**config.mk**
```make
export PLATFORM = sky130hd
export DESIGN_NAME = stack_sequencer
export DESIGN_NICKNAME = d
export VERILOG_FILES = /design/src/rtl/stack_sequencer.sv
export SDC_FILE = /design/constraint.sdc
export NUM_CORES = 1
export LEC_CHECK = 0
export BUFFER_PORTS_ARGS = -buffer_cell sky130_fd_sc_hd__buf_2
export CAP_MARGIN = 20
export CELL_PAD_IN_SITES_DETAIL_PLACEMENT = 2
export CELL_PAD_IN_SITES_GLOBAL_PLACEMENT = 2
export CORE_MARGIN = 2
export CORE_UTILIZATION = 33
export DETAILED_ROUTE_END_ITERATION = 10
export GPL_ROUTABILITY_DRIVEN = 0
export HOLD_SLACK_MARGIN = 0.1
export PLACE_DENSITY = 0.84
export SYNTH_ARGS = -nofsm -noshare
export SYNTH_HDL_FRONTEND = slang
export SYNTH_SLANG_ARGS = --single-unit
```
**constraint.sdc**
```tcl
create_clock -name clk -period 3.1 [get_ports clk]
set_clock_uncertainty 0.15 [all_clocks]
set_input_delay 0.62 -clock clk [delete_from_list [all_inputs] [get_ports clk]]
set_output_delay 0.62 -clock clk [all_outputs]
set_load 0.03 [all_outputs]
```
**src/rtl/stack_sequencer.sv**
```systemverilog
`default_nettype none
// ============================================================================
// Module   : stack_sequencer
// Function : Multi-byte push/pull sequencer for a page-1 stack with 8-bit SP.
// Revision : 1.0
// ============================================================================
module stack_sequencer (
    input  logic        clk,
    input  logic        reset_n,
    input  logic        sp_load,
    input  logic [7:0]  sp_load_data,
    input  logic        start,
    input  logic        dir,
    input  logic [1:0]  count,
    input  logic [23:0] push_data,
    input  logic [7:0]  bus_rdata,
    output logic [15:0] addr,
    output logic        wr_en,
    output logic        rd_en,
    output logic [7:0]  wdata,
    output logic [7:0]  sp,
    output logic [23:0] pull_data,
    output logic        busy,
    output logic        done,
    output logic        wrap
);

    localparam logic [7:0] STACK_PAGE = 8'h01;
    localparam logic [7:0] SP_RESET   = 8'hFD;

    typedef enum logic [1:0] {
        IDLE = 2'd0,
        PUSH = 2'd1,
        PULL = 2'd2,
        DONE = 2'd3
    } state_t;

    state_t      state;
    state_t      state_nxt;
    logic [1:0]  cnt;
    logic [1:0]  idx;
    logic [1:0]  idx_inc;
    logic [23:0] push_buf;
    logic [7:0]  sp_inc;
    logic [7:0]  push_byte;
    logic        last_xfer;
    logic        accept;

    assign idx_inc   = idx + 2'd1;
    assign sp_inc    = sp + 8'd1;
    assign last_xfer = (idx_inc == cnt);
    // sp_load wins over start in the same cycle
    assign accept    = (state == IDLE) && !sp_load && start && (count != 2'd0);

    always_comb begin
        case (idx)
            2'd0:    push_byte = push_buf[7:0];
            2'd1:    push_byte = push_buf[15:8];
            default: push_byte = push_buf[23:16];
        endcase
    end

    always_ff @(posedge clk or negedge reset_n) begin
        if (!reset_n) begin
            state <= IDLE;
        end else begin
            state <= state_nxt;
        end
    end

    always_comb begin
        state_nxt = state;
        addr      = 16'h0000;
        wr_en     = 1'b0;
        rd_en     = 1'b0;
        wdata     = 8'h00;
        done      = 1'b0;
        wrap      = 1'b0;
        busy      = (state != IDLE);
        case (state)
            IDLE: begin
                if (accept) begin
                    state_nxt = dir ? PULL : PUSH;
                end
            end
            PUSH: begin
                addr  = {STACK_PAGE, sp};
                wr_en = 1'b1;
                wdata = push_byte;
                wrap  = (sp == 8'h00);
                if (last_xfer) begin
                    state_nxt = DONE;
                end
            end
            PULL: begin
                addr  = {STACK_PAGE, sp_inc};
                rd_en = 1'b1;
                wrap  = (sp == 8'hFF);
                if (last_xfer) begin
                    state_nxt = DONE;
                end
            end
            DONE: begin
                done      = 1'b1;
                state_nxt = IDLE;
            end
            default: state_nxt = IDLE;
        endcase
    end

    always_ff @(posedge clk or negedge reset_n) begin
        if (!reset_n) begin
            sp        <= SP_RESET;
            cnt       <= 2'd0;
            idx       <= 2'd0;
            push_buf  <= 24'h000000;
            pull_data <= 24'h000000;
        end else begin
            case (state)
                IDLE: begin
                    if (sp_load) begin
                        sp <= sp_load_data;
                    end else if (accept) begin
                        cnt      <= count;
                        idx      <= 2'd0;
                        push_buf <= push_data;
                        // unwritten slots of a new pull read back as zero
                        if (dir) begin
                            pull_data <= 24'h000000;
                        end
                    end
                end
                PUSH: begin
                    sp  <= sp - 8'd1;
                    idx <= idx_inc;
                end
                PULL: begin
                    sp  <= sp_inc;
                    idx <= idx_inc;
                    case (idx)
                        2'd0:    pull_data[7:0]   <= bus_rdata;
                        2'd1:    pull_data[15:8]  <= bus_rdata;
                        default: pull_data[23:16] <= bus_rdata;
                    endcase
                end
                default: ;
            endcase
        end
    end

endmodule
`default_nettype wire

```
==> run summary, run 1 <==
Before antenna repair, the detailed router went through 4 iterations. In the layout the commonest cells are nand2_1 (104), buf_2 (100), dfrtp_1 (55). The wire length per cell after detailed routing works out to 17.2 µm.

The final design area excluding fillers was 0.00429 mm²; the total area of multi-input combinational cells was 0.00172 mm². The number of pins exceeding their max-slew limit in the final report is 0. The maximum level of the CTS H-tree was 3; the via count of the first global-routing pass was 3364. In this run the critical register-to-register path is launched from state[1].

The fraction of power consumed by the clock network is 15.9%, and the number of nets with antenna violations after routing is 0. The area of the mapped netlist is 0.00344 mm², and the starting density of the core is 33.6%. Averaged over all synthesized cells, the footprint is 9.46 µm².

For the worst setup path, the data required time is 2.33 ns. For the worst setup path, the data arrival time is 2.09 ns. The leading cell type in the layout, fill and taps excluded is nand2_1. The later pin in the worst-skew pair is clocked with a latency of 0.34 ns.

In this run the standard cell core region covers 0.0102 mm². Across all register-to-register paths, the minimum setup slack is 0.88 ns. After clock tree synthesis, the clock-pin slew on the worst setup and hold paths is 0.08 ns. The flow ran to the end, and the final reports show no timing, DRC or antenna violations. Quantity of hold-fixing buffers added after cts: 0. The via-per-instance ratio works out to 5.05.

The floorplan step defined a die boundary enclosing 0.0113 mm². Across the VDD grid, the largest voltage drop is 400 µV. In this run the power density over the cells is 1190 mW/mm². Subtracting the final worst setup slack from the clock period gives 2.86 ns. Setup repair after global routing left no endpoint under its margin.

The number of antenna violations at the first check in global routing came out at 0. The synthesized netlist contains 51 unique library cells. The slew at the pin closest to its max-slew limit works out to 0.744 ns. After routing, the total negative slack on setup checks comes to 0 ns.

The number of standard-cell rows in the floorplan was 37. During I/O placement, the number of pins put on the boundary was 108. Summing all placed instances gives a cell area of 0.00406 mm². The slowest stage of the critical path belongs to the cell dfstp_2. The tools report the clock root buffer as clkbuf_8. The total detailed-routing wirelength is 10.3 mm, and the starting DRC count in detailed routing is 65.

The final hold violation count was 0; the detailed-placement wirelength estimate was 7.56 mm. The proportion of power drawn by flip-flops and latches is 28.8%. The clock sink count is 62, and the number of standard cells after synthesis is 364. The fraction of post-synthesis cell area in the top cell type by area was 40.0%. The total of buffers placed on input and output ports is 100. TritonCTS built the clock tree.

For this run, the number of Yosys warnings is 0. The critical path goes through ha_1 -> nand2_1 -> o21a_1 -> o21ai_0 -> a21oi_1 -> buf_2. For the count of vias placed by the detailed router, the log shows 3037.

The critical path buffer and inverter count was 1. Along the worst path, the maximum fanout reaches 12. The internal portion of the total power is 2640 µW. The worst setup path is launched from a flop.

For the share of synthesized area occupied by flip-flops and latches, the log shows 45.3%. Combinational logic burns 55.4% of the power. Among all flip-flop cells after synthesis, the most frequent one is dfrtp_1.

The final cycle utilization of the critical path works out to 92.2%. The biggest cell delay along the critical path is 0.65 ns, and the flip-flop and latch area is 0.00156 mm². The number of enable-type register cells in the synthesized netlist works out to 0. The run gives 0 as the final-report setup violation count.

Across the run, the number of max-cap violations was 0. The cell type with the highest aggregate area in the netlist is dfrtp_1. The worst hold slack is 0.189 ns, and the net switching power of the design is 2490 µW. Measured against its own limit, the worst slew margin works out to 50.4%.

Measured along the x axis, the die boundary spans 106 µm. The fmax is 0.350 GHz. The run gives 0 as the total congestion overflow.

The first global-routing pass estimated 17.1 mm of wire. In this run the critical register-to-register path is captured at pull_data[13]. For this run, design rule violations remaining after detail routing come to 0.

The tools report the pin count of the biggest net entering global routing as 33. Counting cells, the worst reg-to-reg path comes to 6. The clock passes through at most 2 buffers. TritonCTS created 9 clock buffers. The class of the worst hold path is in2async. The number of fillers in the final layout is 1167, and the power consumption is 5130 µW.

For this run, the total global-route usage over all layers was measured as 19.4%. Counting flops and latches in the post-synthesis netlist gives 62. STA classifies the critical path endpoint as a primary output. Cells with a size suffix above 1 make up 35.7% of the layout. In this run the static leakage power is 0.00220 µW. The tools report the number of nets in the finished design as 516. The async set-reset flop share out of synthesis came out at 100%.

The floorplan step set the die height to 106 µm. The area added between synthesis and finish was 24.8%. Family of cells with the greatest summed delay on the critical path: flip-flops. Ranked by total cell area, the synthesized netlist is headed by dfrtp_1 (40%), nand2_1 (11%), dfstp_2 (5.3%).

Of the total power, the share spent switching nets is 48.6%. The category of the most critical setup path was reg2out. The repair_antennas step left the layout with diodes totalling 0.
==> registers in the layout, indices dropped and copies added, names as in the netlist <==
name,cells
cnt,2
idx,2
pull_data,24
push_buf,24
sp,8
state,2
==> layout make-up <==
type,count,share of cell area (%)
clock buffers,9,2.88
clock inverters,7,2.27
inverters,9,0.787
multi-input cells,270,40.1
flip-flops and latches,62,36.3
well taps,136,3.96
repair buffers,108,13.6
==> cell families after synthesis <==
group                      share of synthesized area, %
AOI/OAI and AO/OA                                  14.9
buffers and inverters                              5.63
muxes                                              10.2
and+or+nand+nor                                    18.8
DFF                                                45.3
adders and majority gates                          3.27
other                                             0.109
xor gates and xnor gates                           1.78
==> cell usage after synthesis, drive strengths merged (2+ instances only) <==
cell type / number
dfstp: 7
inv: 9
nor2b: 3
a221oi: 2
xor2: 4
a21oi: 8
o21bai: 2
dfrtp: 55
mux2i: 5
nand3: 3
a22oi: 11
a31oi: 3
o21a: 5
buf: 18
o21ai: 15
a32o: 2
nand2: 104
o31ai: 4
or2: 2
o211ai: 2
and2: 9
a21boi: 9
clkbuf: 11
or3: 2
and3b: 2
xnor2: 3
mux2: 24
nor3: 7
ha: 9
nor2: 11
==> metrics by stage <==
step	util [%]	setup WS (ns)	cells
6_report	42.0	0.241	601
5_1_grt	42.0	0.0727	601
4_1_cts	41.8	0.0966	601
3_5_place_dp	39.7	0.486	585
2_1_floorplan	-	0.191	370
3_3_place_gp	39.7	0.549	585
==> timing repair <==
action / CTS / global route
endpoints found under the setup margin: 0 / 3
setup buffers: 0 / 0
hold endpoints to repair: 0 / 0
resized for setup: 0 / 3
==> worst max-delay path by stage <==
stage | cells after the start | end | from | slack (ns)
2_1_floorplan | 5 | wdata[0] | state[1] | 0.19
3_3_place_gp | 5 | addr[0] | state[0] | 0.55
3_5_place_dp | 7 | wrap | sp[1] | 0.49
4_1_cts | 7 | wrap | sp[1] | 0.1
5_1_grt | 6 | addr[6] | sp[0] | 0.07
6_report | 6 | addr[6] | sp[0] | 0.24
==> layer usage <==
layer,vias up,wire (µm),GRT usage [%],part of all wire (%)
li1,1413,-,-,-
met1,1536,4440,23.7,43
met2,78,5380,34.9,52
met3,10,389,3.92,3.8
met4,0,116,4.32,1.1
met5,-,0,0,0
==> power groups by stage <==
| stage | Sequential [µW] | Combinational (µW) | Clock [µW] |
|---|---|---|---|
| global placement | 1460 | 2740 | 0 |
| finish | 1480 | 2840 | 814 |
| detailed placement | 1490 | 2840 | 0 |
| CTS | 1470 | 2870 | 845 |
| floorplan | 1570 | 1910 | 0 |
| global route | 1530 | 3120 | 881 |
(Power assumes the default switching activity.)
==> run 2, diff against run 1 <==
Settings changed: CORE_UTILIZATION 33 to 27, PLACE_DENSITY 0.84 to 0.73.
Clock period 3.1 ns to 2.5 ns, I/O delays scaled along.
==> run 2 against run 1 <==
Compared with the run above:
- the flow now finishes with violations (negative setup slack)
- critical path depth stayed put
- flip-flop and latch count stayed put
- highest routed layer unchanged
- register-to-register slack worse by 0.67 ns
- combinational power grew 56%
- global-route usage down 1.5 points
- power up 45%
- design area grew 13%
- sequential power increased by 19%
- critical path type unchanged
- sequential share of layout area shrank 4.1 points
- largest cell class unchanged
==> run summary, run 2 (same netlist as run 1, synthesis figures left out) <==
Data required time of the worst path: 1.85 ns (-0.48 ns). For the post-route met1 wirelength, the log shows 5.15 mm (+16%). The run gives 27.5% (-6.1 points) as the starting density of the core.

The final hold violation count is 0 (unchanged), and the core footprint is 0.0125 mm² (+22%). The logs give 25 (-24%) for the pin count of the biggest net entering global routing and 2 (+2) for the final-report setup violation count. Category of the most critical setup path: reg2out. In this run the critical register-to-register path is launched from state[0]. Master of the slowest instance on the critical path: dfstp_2.

From synthesis to final layout, the design area changed by 40.8%. The number of fillers in the final layout came out at 1410 (+21%). For the detailed-router iteration count before antenna repair, the log shows 4 (unchanged).

The clock slew seen by the registers of the worst setup and hold paths is 0.06 ns (-0.02 ns). The met2 layer wire length in the routed design is 6.05 mm (+13%). The slew at the pin closest to its max-slew limit is 0.563 ns (-0.181 ns), and the via count of the first global-routing pass is 3414 (+1.5%). The starting DRC count in detailed routing came out at 72 (+11%).

The number of instances on the worst hold path is 3, and the fraction of the core area covered by cells at the end of the flow is 38.7% (-3.3 points). The clock sink count was 62 (unchanged). The number of max-cap violations came out at 0 (unchanged). The number of cell instances on the worst register-to-register path is 7 (+1). The tools report the detailed-placement wirelength estimate as 8.06 mm (+6.7%). Based on the critical path, the design can be clocked at up to 0.394 GHz. Count of vias placed by the detailed router: 3159 (+4.0%). The total of buffers placed on input and output ports was 100 (unchanged). STA classifies the critical path endpoint as a primary output. The final reports fail on negative setup slack. The tools report the maximum level of the CTS H-tree as 3 (unchanged). The top-level I/O count came out at 108 (unchanged).

The tools report the post-layout worst setup margin as -0.0391 ns (-0.281 ns). The kind of cell with the highest combined delay along the critical path is flip-flops. In the final layout, the registers with the most flip-flops are pull_data: 24 flops, push_buf: 24 flops, sp: 8 flops. Die area: 0.0137 mm² (+21%). For the number of pins exceeding their max-slew limit in the final report, the log shows 0 (unchanged). The total clock buffers created by CTS came out at 9 (unchanged). The biggest cell delay along the critical path works out to 0.64 ns (about the same).

TritonCTS built the clock tree. The minimum period implied by the final worst setup slack was 2.54 ns; the height of the die was 117 µm (+10%). The width of the die is 117 µm (+10%), and the total congestion overflow is 0 (unchanged). The arrival time at the worst endpoint is 1.89 ns (-0.20 ns). The setup TNS is -0.0441 ns (-0.0441 ns).

The fraction of power spent switching nets came out at 46.8% (-1.8 points). For the number of standard-cell rows in the floorplan, the log shows 41 (+11%). The startpoint identified for the worst hold timing path is push_data[5]. The met3 wirelength from detailed routing is 370 µm (-4.9%).

Critical path buffer and inverter count: 1 (unchanged). Total detailed-routing wirelength: 11.9 mm (+15%). The tools report the net switching power of the design as 3470 µW (+39%).

The power per cell area works out to 1530 mW/mm² (+28%). The run gives 23.7% (-5.1 points) as the proportion of power drawn by flip-flops and latches. The min-delay analysis places its worst path in the category in2reg. The via-per-instance ratio works out to 4.76 (-5.7%). Walking the worst path, the cells encountered are ha_4 -> nand3_1 -> xnor2_2 -> a22oi_2 -> nor2_1 -> buf_4.

Setup repair after global routing could not meet its margin everywhere. The logs give 440 µV (+10%) for the worst vdd rail ir drop and 3950 µW (+50%) for the internal power. The final cycle utilization of the critical path was 102%.

In this run the top signal layer used is met4. The number of design rule violations left after detail routing was 0 (unchanged); the latest clock arrival within the worst-skew pair was 0.33 ns (about the same). The leading cell type in the layout, fill and taps excluded was nand2_1. In the layout the commonest cells are nand2_1 (102), buf_2 (92), dfrtp_1 (53). The combinational power share was 59.7% (+4.3 points). The tree is rooted in a clkbuf_16.

Number of cells on the critical path: 6 (unchanged). The flow ran to the end, but the final reports show violations. The tools report the non-filler instance count after layout as 663 (+10%).

Number of placed cells counting well taps: 633 (+8.2%). The tools report the number of antenna violations at the first check in global routing as 0 (unchanged). The maximum fanout along the worst path is 7 (-5). The wire length of the first global-routing pass was 18.4 mm (+7.8%). The tools report the destination of the worst register-to-register timing path as pull_data[15]. The wire length per cell after detailed routing works out to 17.9 µm (+4.2%).

The leakage power is 0.00239 µW (+8.6%). The deepest clock path buffer count is 2 (unchanged). For hold timing, the worst endpoint is push_buf[5]. The logs give 16.6% (+0.7 points) for the fraction of power consumed by the clock network and 0 (unchanged) for the number of antenna diodes. The setup slack of the most critical reg-to-reg path is 0.21 ns (-0.67 ns). Proportion of layout cells with a drive suffix above 1: 45.8% (+10 points). The number of nets in the finished design is 543 (+5.2%), and the tightest slew margin relative to the limit is 62.5% (+12 points). The run gives 0 (unchanged) as the number of nets with antenna violations after routing.

The global-route total usage across every layer is 17.9% (-1.5 points). The worst setup path is launched from a flop.
[run 2: changes by cell type in the layout (fill, tap and decap cells not counted), sizes merged]
cell and change:
clkbuf +2, dlygate4sd3 +1, clkinv +1, bufinv -1, buf +23, nor2 +1
clkinvlp +1, inv -2
[run 2: worst max path at each step]
stage | start | endpoint
after floorplan | state[1] | wrap
after global placement | idx[0] | wdata[0]
after detailed placement | idx[0] | wdata[0]
after CTS | sp[0] | wrap
after global routing | sp[0] | addr[4]
final | sp[0] | addr[4]
[run 2: area by class of cell]
class | count | area, µm² | share of cell area (%)
clock buffers | 9 | 225 | 4.65
clock inverters | 6 | 63.8 | 1.32
inverters | 9 | 40.0 | 0.826
multi-input cells | 271 | 1930 | 39.8
flip-flops and latches | 62 | 1560 | 32.2
well taps | 172 | 215 | 4.44
repair buffers | 134 | 810 | 16.7
[run 2: through the flow]
step | instance area (µm²) | total power [µW] | hold slack [ns] | worst slack, ns
floorplan | 3490 | 4380 | 0.0544 | -0.139
global placement | 4200 | 5440 | 0.311 | 0.173
detailed placement | 4200 | 5580 | 0.317 | 0.132
CTS | 4690 | 7200 | 0.199 | -0.00475
global route | 4850 | 7960 | 0.211 | -0.111
finish | 4850 | 7420 | 0.209 | -0.0391
[run 2: layer usage]
| metal | track usage (%) | vias up |
|---|---|---|
| met1 | 22.1 | 1580 |
| met5 | 0 | - |
| met3 | 2.78 | 20 |
| met4 | 8.31 | 0 |
| met2 | 30.7 | 87 |
| li1 | - | 1472 |
[run 2: repair_timing]
action,CTS,global route
gates resized for setup,26,35
setup endpoints to repair,17,15
hold endpoints to repair,17,0
hold buffers,1,0
buffers inserted,10,3
gates cloned,1,0
pin swaps,4,10
[run 2: power by group through the flow]
stage	clock, µW	combinational, µW	sequential [µW]
final	1230	4430	1760
after global placement	0	3670	1770
after global routing	1310	4830	1820
after floorplan	0	2430	1950
after CTS	1270	4170	1770
after detailed placement	0	3780	1800
[run 2: tightest hold or removal path, cell delays in order]
cell and delay [ns]:
buf_2 0.08, nand2_1 0.04, nand2_1 0.04
==> run 3, diff against run 2 <==
Settings changed: CORE_MARGIN 2 to unset.
==> run 3 against run 2 <==
Compared with the run above:
- the run still ends with negative setup slack left
- power up 2.8%
- sequential power is essentially flat
- non-clock buffer count increased by 3
- combinational power grew 1%
- worst hold slack worse by 0.0074 ns
- setup slack better by 0.022 ns
- critical path depth stayed put
- via count rose by 2.2%
- highest routed layer unchanged
==> run summary, run 3 (same netlist as run 1, synthesis figures left out) <==
The run finished, with violations left. The checks that failed: negative setup slack. The number of design rule violations left after detail routing is 0 (unchanged). The logs give 546 (+0.55%) for the number of nets in the finished design and 3398 (-0.47%) for the via count of the first global-routing pass. The tools report the die area as 0.0132 mm² (-3.4%). The logs give 0.183 ns (+0.0503 ns) for the pre-CTS setup slack and 3228 (+2.2%) for the count of vias placed by the detailed router.

The final cycle utilization of the critical path is 101% (-0.87 points), and the setup TNS is -0.0277 ns (+0.0164 ns). The starting DRC count in detailed routing was 113 (+57%). The critical path goes through ha_4 -> nand2_2 -> o21a_1 -> o21ai_1 -> a21oi_1 -> buf_2.

Setup slack of the most critical reg-to-reg path: 0.27 ns (+0.06 ns). The height of the die is 115 µm (-1.7%). The detailed-placement wirelength estimate came out at 7.84 mm (-2.8%). The tools report the destination of the worst hold path as push_buf[5]. The logs give 0 (unchanged) for the number of max-cap violations and 12.0 mm (+0.88%) for the total detailed-routing wirelength. The clock sink count was 62 (unchanged). The starting density of the core is 28.2% (+0.69 points). The run gives 108 (unchanged) as the top-level I/O count. The tools report the number of antenna diodes as 0 (unchanged). The tools report the sort of element at the end of the critical path as a primary output. The tightest min-delay check is of the in2reg type.

The number of standard-cell rows in the floorplan is 40 (-2.4%). The final hold violation count was 0 (unchanged). The logs give 0 (unchanged) for the number of pins exceeding their max-slew limit in the final report and 3 (unchanged) for the maximum level of the CTS H-tree. The worst hold path begins at push_data[5]. The worst vdd rail ir drop came out at 417 µV (-5.3%).

The core footprint is 0.0122 mm² (-2.4%). The setup path with the least slack is of type reg2out. The width of the die was 115 µm (-1.7%); the fmax was 0.397 GHz (+0.87%). For the tightest slew margin relative to the limit, the log shows 61.5% (-0.92 points). Final-report setup violation count: 2 (unchanged).

The area added between synthesis and finish came out at 41.4%. The fraction of the core area covered by cells at the end of the flow came out at 39.9% (+1.1 points). The pin count of the biggest net entering global routing was 26 (+4.0%); the global-route total usage across every layer was 18.0% (+0.15 points).

The run gives 0 (unchanged) as the number of nets with antenna violations after routing. The tools report the number of antenna violations at the first check in global routing as 0 (unchanged). The endpoint identified for the worst register-to-register timing path is pull_data[15]. The post-layout worst setup margin was -0.0173 ns (+0.0219 ns); the number of cell instances on the worst register-to-register path was 7 (unchanged). The wire length of the first global-routing pass was 18.0 mm (-2.1%); the maximum fanout along the worst path was 4 (-3). TritonCTS built the clock tree.

The total congestion overflow was 0 (unchanged). The power per cell area is 1570 mW/mm² (+2.3%), and the via-per-instance ratio is 4.88 (+2.3%). The arrival time at the worst endpoint is 1.87 ns (-0.02 ns), and the deepest clock path buffer count is 2 (unchanged). In the final layout, the registers with the most flip-flops are pull_data: 24 flops, push_buf: 24 flops, sp: 8 flops. The number of instances on the worst hold path was 3 (unchanged). The wire length per cell after detailed routing works out to 18.1 µm (+1.0%).

Final design area excluding fillers: 0.00487 mm² (+0.44%). The top cell types in the final layout, fill and taps aside, are nand2_1 (103), buf_2 (95), dfrtp_1 (54). The tools report the number of fillers in the final layout as 1359 (-3.6%). The post-placement cell area was 0.00418 mm² (-0.42%); the slew at the pin closest to its max-slew limit was 0.577 ns (+0.0138 ns). The detailed-router iteration count before antenna repair was 4 (unchanged). The library cell used most frequently in the layout, excluding fill and tap cells, is nand2_1. The proportion of layout cells with a drive suffix above 1 is 44.5% (-1.3 points). The tools report the source of the worst register-to-register timing path as state[0].

The logs give 1.85 ns (about the same) for the data required time of the worst path and 0.34 ns (about the same) for the latest clock arrival within the worst-skew pair. The clock root buffer is clkbuf_16. The clock slew seen by the registers of the worst setup and hold paths works out to 0.05 ns (about the same). The leakage power is 0.00241 µW (+0.85%). The biggest cell delay along the critical path is 0.61 ns (-0.03 ns).

Setup repair after global routing could not meet its margin everywhere. The startpoint type of the worst setup path is a flop. The run gives 0.202 ns (-0.00743 ns) as the worst hold slack.

Total of buffers placed on input and output ports: 100 (unchanged). Master of the slowest instance on the critical path: dfstp_2. The minimum period implied by the final worst setup slack was 2.52 ns (-0.0219 ns).

For the total clock buffers created by CTS, the log shows 9 (unchanged).
## run 3: cell type report
type | count | area [µm²] | area share (%)
Multi-Input combinational cell | 271 | 1890 | 38.9
Tap cell | 168 | 210 | 4.32
Sequential cell | 62 | 1560 | 32.1
Inverter | 9 | 41.3 | 0.848
Clock buffer | 12 | 256 | 5.27
Clock inverter | 3 | 67.6 | 1.39
Timing Repair Buffer | 137 | 837 | 17.2
## run 3: layer usage
metal	GRT usage [%]	share of wire, %	vias up
met3	2.90	4.0	21
met2	31.4	51	92
li1	-	-	1474
met5	0	0	-
met4	6.49	2.3	0
met1	22.5	43	1641
## run 3: power breakdown
| part | leakage (µW) | switching (µW) | internal, µW |
|---|---|---|---|
| sequential | 0.000781 | 317 | 1450 |
| combinational | 0.00147 | 2710 | 1770 |
| clock | 0.000155 | 466 | 922 |
| total | 0.00241 | 3490 | 4140 |
## run 3: worst max path at each step
stage	start	endpoint	slack, ns	cells past startpoint
final	sp[0]	addr[6]	-0.02	6
after detailed placement	sp[1]	wrap	0.18	7
after global placement	sp[1]	wrap	0.22	7
after floorplan	state[1]	wrap	-0.14	6
after CTS	state[0]	wrap	-0.03	6
after global routing	sp[0]	addr[6]	-0.09	6
## run 3: worst max-delay path: cells and delay by family, from the launching register on
family          cells  cell delay, ns
fa+ha+maj           1            0.17
buf+inv             1            0.19
flops               1            0.61
compound gates      3            0.48
simple gates        1            0.08
## run 3: repair_timing
item	4_1_cts	5_1_grt
endpoints found under the hold margin	21	0
endpoints found under the setup margin	15	17
gates cloned	1	0
pin swaps	3	5
setup buffers	9	12
hold buffers	1	0
resized for setup	14	32
## run 3: through the flow
| stage | instances | power (µW) |
|---|---|---|
| floorplan | 370 | 4380 |
| finish | 662 | 7630 |
| detailed placement | 624 | 5560 |
| CTS | 650 | 7200 |
| global route | 662 | 8090 |
| global placement | 624 | 5400 |
